**src/rtl/seq_alu.sv**
```systemverilog
// Multi-cycle ALU with valid/ready handshakes: single-cycle arithmetic/logic,
// bit-serial shifts/rotates and shift-add unsigned multiply with status flags.
module seq_alu #(
    parameter int WIDTH = 8,
    parameter int SHW   = $clog2(WIDTH)
) (
    input  logic             clk,
    input  logic             rst,
    input  logic             in_valid,
    output logic             in_ready,
    input  logic [WIDTH-1:0] A,
    input  logic [WIDTH-1:0] B,
    input  logic [3:0]       op,
    output logic             out_valid,
    input  logic             out_ready,
    output logic [WIDTH-1:0] result,
    output logic [WIDTH-1:0] result_hi,
    output logic             flag_z,
    output logic             flag_n,
    output logic             flag_c,
    output logic             flag_v,
    output logic             err
);

    localparam int CW = SHW + 1;

    typedef enum logic [1:0] {IDLE, EXEC, DONE} state_t;

    typedef enum logic [3:0] {
        OP_ADD = 4'd0, OP_SUB = 4'd1, OP_AND = 4'd2, OP_OR  = 4'd3,
        OP_XOR = 4'd4, OP_SHL = 4'd5, OP_SHR = 4'd6, OP_NOT = 4'd7,
        OP_ASR = 4'd8, OP_ROL = 4'd9, OP_MUL = 4'd10, OP_CMP = 4'd11
    } op_t;

    state_t           state_q, state_d;
    logic [WIDTH-1:0] a_q, a_d;
    logic [WIDTH-1:0] hi_q, hi_d;
    logic [WIDTH-1:0] lo_q, lo_d;
    logic [3:0]       op_q, op_d;
    logic [CW-1:0]    cnt_q, cnt_d;

    logic [WIDTH-1:0] res_q, res_d;
    logic [WIDTH-1:0] res_hi_q, res_hi_d;
    logic             z_q, z_d, n_q, n_d, c_q, c_d, v_q, v_d, err_q, err_d;

    logic [WIDTH:0]     sum, diff, mac;
    logic [2*WIDTH-1:0] prod;
    logic [WIDTH-1:0]   sh_val;
    logic               sh_c;
    logic [SHW-1:0]     amt;
    logic               ov_add, ov_sub;

    // Output registers are loaded only through the commit path, so they keep
    // the previous op's values while a new op is still iterating in EXEC.
    logic             commit;
    logic [WIDTH-1:0] nxt_res, nxt_hi;
    logic             nxt_z, nxt_n, nxt_c, nxt_v, nxt_err;

    always_comb begin
        state_d  = state_q;
        a_d      = a_q;
        hi_d     = hi_q;
        lo_d     = lo_q;
        op_d     = op_q;
        cnt_d    = cnt_q;
        res_d    = res_q;
        res_hi_d = res_hi_q;
        z_d      = z_q;
        n_d      = n_q;
        c_d      = c_q;
        v_d      = v_q;
        err_d    = err_q;

        commit  = 1'b0;
        nxt_res = '0;
        nxt_hi  = '0;
        nxt_z   = 1'b0;
        nxt_n   = 1'b0;
        nxt_c   = 1'b0;
        nxt_v   = 1'b0;
        nxt_err = 1'b0;

        amt    = B[SHW-1:0];
        sum    = {1'b0, A} + {1'b0, B};
        diff   = {1'b0, A} - {1'b0, B};
        ov_add = (A[WIDTH-1] == B[WIDTH-1]) && (sum[WIDTH-1] != A[WIDTH-1]);
        ov_sub = (A[WIDTH-1] != B[WIDTH-1]) && (diff[WIDTH-1] != A[WIDTH-1]);

        // One multiply step: conditionally add A to the high half, then shift
        // the whole {hi, lo} pair right, consuming one multiplier bit from lo.
        mac  = {1'b0, hi_q} + (lo_q[0] ? {1'b0, a_q} : '0);
        prod = {mac, lo_q[WIDTH-1:1]};

        sh_val = lo_q;
        sh_c   = 1'b0;
        case (op_q)
            OP_SHL: begin sh_val = {lo_q[WIDTH-2:0], 1'b0};        sh_c = lo_q[WIDTH-1]; end
            OP_SHR: begin sh_val = {1'b0, lo_q[WIDTH-1:1]};        sh_c = lo_q[0];       end
            OP_ASR: begin sh_val = {lo_q[WIDTH-1], lo_q[WIDTH-1:1]}; sh_c = lo_q[0];     end
            default: begin sh_val = {lo_q[WIDTH-2:0], lo_q[WIDTH-1]}; sh_c = lo_q[WIDTH-1]; end
        endcase

        case (state_q)
            IDLE: begin
                if (in_valid) begin
                    a_d     = A;
                    op_d    = op;
                    lo_d    = A;
                    hi_d    = '0;
                    state_d = DONE;
                    commit  = 1'b1;
                    case (op)
                        OP_ADD: begin nxt_res = sum[WIDTH-1:0];  nxt_c = sum[WIDTH];  nxt_v = ov_add; end
                        OP_SUB: begin nxt_res = diff[WIDTH-1:0]; nxt_c = diff[WIDTH]; nxt_v = ov_sub; end
                        OP_CMP: begin nxt_res = A;               nxt_c = diff[WIDTH]; nxt_v = ov_sub; end
                        OP_AND: nxt_res = A & B;
                        OP_OR:  nxt_res = A | B;
                        OP_XOR: nxt_res = A ^ B;
                        OP_NOT: nxt_res = ~A;
                        OP_SHL, OP_SHR, OP_ASR, OP_ROL: begin
                            nxt_res = A;
                            if (amt != '0) begin
                                state_d = EXEC;
                                commit  = 1'b0;
                                cnt_d   = CW'(amt);
                            end
                        end
                        OP_MUL: begin
                            lo_d    = B;
                            state_d = EXEC;
                            commit  = 1'b0;
                            cnt_d   = CW'(WIDTH);
                        end
                        default: nxt_err = 1'b1;
                    endcase
                    nxt_z = (nxt_res == '0);
                    nxt_n = nxt_res[WIDTH-1];
                    if (op == OP_CMP) begin
                        nxt_z = (diff[WIDTH-1:0] == '0);
                        nxt_n = diff[WIDTH-1];
                    end
                end
            end
            EXEC: begin
                cnt_d = cnt_q - 1'b1;
                if (op_q == OP_MUL) begin
                    hi_d = prod[2*WIDTH-1:WIDTH];
                    lo_d = prod[WIDTH-1:0];
                end else begin
                    lo_d = sh_val;
                end
                if (cnt_q == CW'(1)) begin
                    state_d = DONE;
                    commit  = 1'b1;
                    if (op_q == OP_MUL) begin
                        nxt_res = prod[WIDTH-1:0];
                        nxt_hi  = prod[2*WIDTH-1:WIDTH];
                        nxt_z   = (prod == '0);
                        nxt_n   = prod[2*WIDTH-1];
                    end else begin
                        nxt_res = sh_val;
                        nxt_z   = (sh_val == '0);
                        nxt_n   = sh_val[WIDTH-1];
                        nxt_c   = sh_c;
                    end
                end
            end
            DONE: begin
                if (out_ready) state_d = IDLE;
            end
            default: state_d = IDLE;
        endcase

        if (commit) begin
            res_d    = nxt_res;
            res_hi_d = nxt_hi;
            z_d      = nxt_z;
            n_d      = nxt_n;
            c_d      = nxt_c;
            v_d      = nxt_v;
            err_d    = nxt_err;
        end
    end

    always_ff @(posedge clk or posedge rst) begin
        if (rst) begin
            state_q  <= IDLE;
            a_q      <= '0;
            hi_q     <= '0;
            lo_q     <= '0;
            op_q     <= '0;
            cnt_q    <= '0;
            res_q    <= '0;
            res_hi_q <= '0;
            z_q      <= 1'b0;
            n_q      <= 1'b0;
            c_q      <= 1'b0;
            v_q      <= 1'b0;
            err_q    <= 1'b0;
        end else begin
            state_q  <= state_d;
            a_q      <= a_d;
            hi_q     <= hi_d;
            lo_q     <= lo_d;
            op_q     <= op_d;
            cnt_q    <= cnt_d;
            res_q    <= res_d;
            res_hi_q <= res_hi_d;
            z_q      <= z_d;
            n_q      <= n_d;
            c_q      <= c_d;
            v_q      <= v_d;
            err_q    <= err_d;
        end
    end

    assign in_ready  = (state_q == IDLE);
    assign out_valid = (state_q == DONE);
    assign result    = res_q;
    assign result_hi = res_hi_q;
    assign flag_z    = z_q;
    assign flag_n    = n_q;
    assign flag_c    = c_q;
    assign flag_v    = v_q;
    assign err       = err_q;

endmodule

```
**config.mk**
```make
export PLATFORM = sky130hd
export DESIGN_NAME = seq_alu
export DESIGN_NICKNAME = d
export VERILOG_FILES = /design/src/rtl/seq_alu.sv
export SDC_FILE = /design/constraint.sdc
export NUM_CORES = 1
export LEC_CHECK = 0
export ABC_AREA = 1
export CAP_MARGIN = 5
export CORE_MARGIN = 5
export CORE_UTILIZATION = 50
export DETAILED_ROUTE_END_ITERATION = 12
export GPL_ROUTABILITY_DRIVEN = 0
export PLACE_DENSITY = 0.71
export SKIP_LAST_GASP = 1
export SYNTH_ARGS = -nofsm -noshare
export SYNTH_HDL_FRONTEND = slang
export SYNTH_SLANG_ARGS = --single-unit
export TNS_END_PERCENT = 10
```
**constraint.sdc**
```tcl
create_clock -name clk -period 4.9 [get_ports clk]
set_input_delay 0.98 -clock clk [delete_from_list [all_inputs] [get_ports clk]]
set_output_delay 0.98 -clock clk [all_outputs]
set_load 0.01 [all_outputs]
```
==> flow_metrics.py <==
metrics = {
    "run_status": {
        "outcome": "finished, final reports clean",
    },
    "placed_design": {
        "dp_hpwl_mm": 10.9,
        "portBuffers": 46,
        "pre_cts_slack_ns": 1.13,
    },
    "timing": {
        "max_clock_freq_mhz": 285,
        "drv_slew": 0,
        "setup_viol": 0,
        "worstMarginPinSlew_ns": 0.868,
        "fin_skew_ns": 0.00889,
        "relSlewSlack": 0.419,
        "hold_violations": 0,
        "rsz0062_at_grt": "false",
        "fin_crit_sh": 0.717,
        "finalCriticalPeriod_ns": 3.51,
        "setup_tns_ns": 0,
        "fin_ws_ns": 1.39,
    },
    "global_route": {
        "grt_max_degree": 56,
        "grt-ovfl-total": 0,
        "grt_usage": 0.249,
        "grt_pass1_wl_mm": 22.7,
        "antenna_found_initial": 0,
        "grt_pass1_vias": 4681,
    },
    "routing": {
        "wirelength_mm": 13.6,
        "drt-pass1-iter-count": 6,
        "viasPerCell": 5.55,
        "vias": 4781,
        "drt_iter0_drc": 262,
        "drc": 0,
        "wl_per_cell_um": 15.8,
        "ant_nets": 0,
    },
    "cts": {
        "clock_latency_ns": 0.31,
        "clkTransAtPathRegs_ns": 0.10,
        "clk_path_buf_depth": 2,
        "cts.sinks": 55,
        "cts_inserted_buffers": 5,
        "cts_root_buf": "clkbuf_8",
        "cts_setup_buffers": 0,
        "cts.htree.levels": 2,
        "postCtsResizedCells": 0,
        "cts_tree": "built",
        "hold_buffers": 0,
    },
    "worst_setup_path": {
        "path_class": "input port to flip-flop",
        "worstPathArrival_ns": 3.77,
        "cp-start-kind": "input port",
        "rr_worst_depth": 17,
        "worstPathRequired_ns": 5.16,
        "path_max_fanout": 6,
        "worstSetupEndpointType": "flip-flop",
    },
    "layout": {
        "nets": 810,
        "area_growth_syn_to_layout_pct": 13.6,
        "n_antenna_cell": 0,
        "fillCellCount": 912,
        "drive_above_1_share": 0.0413,
    },
    "yosys": {
        "synth_common_cells": "nand2_1, inv_1, nand3_1",
        "synth.distinct_cells": 37,
        "synth-edff-count": 0,
        "yosys_warnings": 0,
        "ys_seq_area_frac": 0.295,
        "ys_ff_latch": 55,
        "ys_top_cells_by_area": "dfrtp_1, nand2_1, ha_1",
        "syn_area_per_cell_um2": 6.56,
        "syn_nets": 772,
        "ys_async_sr_fraction": 1.00,
        "synth_most_common_cell": "nand2_1",
        "synthCells": 711,
        "synth_area_um2": 4660,
        "yosysTopAreaCell": "dfrtp_1",
        "synth_top_cell_area_share": 0.295,
        "synthFlopType": "dfrtp_1",
    },
    "die": {
        "dieArea_um2": 11400,
        "core.rowCount": 35,
        "die_x_um": 107,
        "start_util": 0.509,
        "ios": 47,
        "placeableCoreArea_um2": 9150,
        "die_h_um": 107,
    },
    "power": {
        "seqPwrFrac": 0.344,
        "p_leak_nw": 2.71,
        "p_int_mw": 1.17,
        "switching_share": 0.457,
        "clkPwrFrac": 0.150,
        "finalPower_mw": 2.16,
        "powerDensity_nw_per_um2": 408,
        "pwr-share-comb": 0.506,
        "power.switching_uw": 987,
        "ir_drop_mv": 0.206,
    },
    "worst_hold_path": {
        "hold_path_depth": 2,
        "min_path_type": "flip-flop to flip-flop",
    },
    "job": {
        "drv_cap": 0,
    },
}
[stage by stage]
stage | cells | hold WS, ns | utilization | cell area, um^2
floorplan | 711 | 0.453 | - | 4660
global placement | 853 | 0.465 | 0.565 | 5170
detailed placement | 853 | 0.473 | 0.565 | 5170
CTS | 861 | 0.499 | 0.578 | 5290
global route | 861 | 0.509 | 0.578 | 5290
finish | 861 | 0.491 | 0.578 | 5290
[critical path, cell delays in order]
cell and delay [ns]:
clkdlybuf4s50_1 0.68, inv_1 0.22, fa_1 0.48, o21ai_0 0.33, nand3_1 0.16, nand2_1 0.09, nand2_1 0.08, nand3_1 0.08
nand3_1 0.13, nor2_1 0.13, nand3_1 0.07, nand2_1 0.07, nand2_1 0.08, nand2_1 0.06, nand2_1 0.05, nand2_1 0.06
[cell usage in the layout, fill, tap and decap left out, drive strengths merged]
master,count
xor2,5
nand2,215
inv,105
nor2,68
nand4,18
a31oi,1
o21ai,62
ha,34
clkbuf,6
buf,1
and2,1
or2,3
dfrtp,55
clkinv,1
a21oi,21
nor3,2
nand3,72
o21a,2
fa,3
nor4,1
o31ai,2
nand3b,4
clkdlybuf4s50,46
o211ai,17
bufinv,1
o41ai,1
o221ai,3
[logic make-up (layout without fill, tap and decap cells)]
family / Yosys count / in the layout / synth area share
xor+xnor: 5 / 5 / 0.00940
fa+ha+maj: 37 / 37 / 0.104
flops: 55 / 55 / 0.295
simple gates: 384 / 384 / 0.350
buf+inv: 121 / 160 / 0.105
compound gates: 109 / 109 / 0.136
[registers in the layout, indices dropped and copies added (netlist names)]
| name | count |
|---|---|
| hi_q | 8 |
| state_q | 2 |
| result | 8 |
| err | 1 |
| lo_q | 8 |
| flag_n | 1 |
| flag_z | 1 |
| flag_c | 1 |
| cnt_q | 4 |
| a_q | 8 |
| op_q | 4 |
| flag_v | 1 |
| result_hi | 8 |
[path summary, 6_finish.rpt]
check,slack (ns),to,startpoint
min,0.49,result_hi[0],result_hi[0]
max,1.39,flag_z,A[1]
max in group asynchronous,3.28,lo_q[3],rst
min reg2reg,0.49,result_hi[0],result_hi[0]
min in group asynchronous,1.16,state_q[1],rst
max reg2reg,2.25,flag_z,lo_q[0]
[cell type report]
class                           count  area [um^2]  share of cell area
Clock buffer                        6         82.6              0.0156
Clock inverter                      2         38.8             0.00733
Inverter                          105          394              0.0745
Multi-Input combinational cell    535         2790               0.528
Sequential cell                    55         1380               0.260
Tap cell                          111          139              0.0262
Timing Repair Buffer               47          468              0.0884
[power groups by stage]
| stage | clock (mW) | sequential [mW] | combinational, mW |
|---|---|---|---|
| final | 0.325 | 0.743 | 1.09 |
| after global routing | 0.349 | 0.762 | 1.23 |
| after CTS | 0.330 | 0.741 | 1.09 |
| after detailed placement | 0 | 0.750 | 1.09 |
| after global placement | 0 | 0.747 | 1.07 |
| after floorplan | 0 | 0.719 | 0.751 |
[metal layers]
metal / track usage / vias to the layer above / share of wire
li1: - / 2375 / -
met4: 0.0986 / 0 / 0.036
met3: 0.0273 / 29 / 0.052
met1: 0.335 / 2232 / 0.45
met5: 0 / - / 0
met2: 0.410 / 145 / 0.46
(Power assumes the default switching activity.)
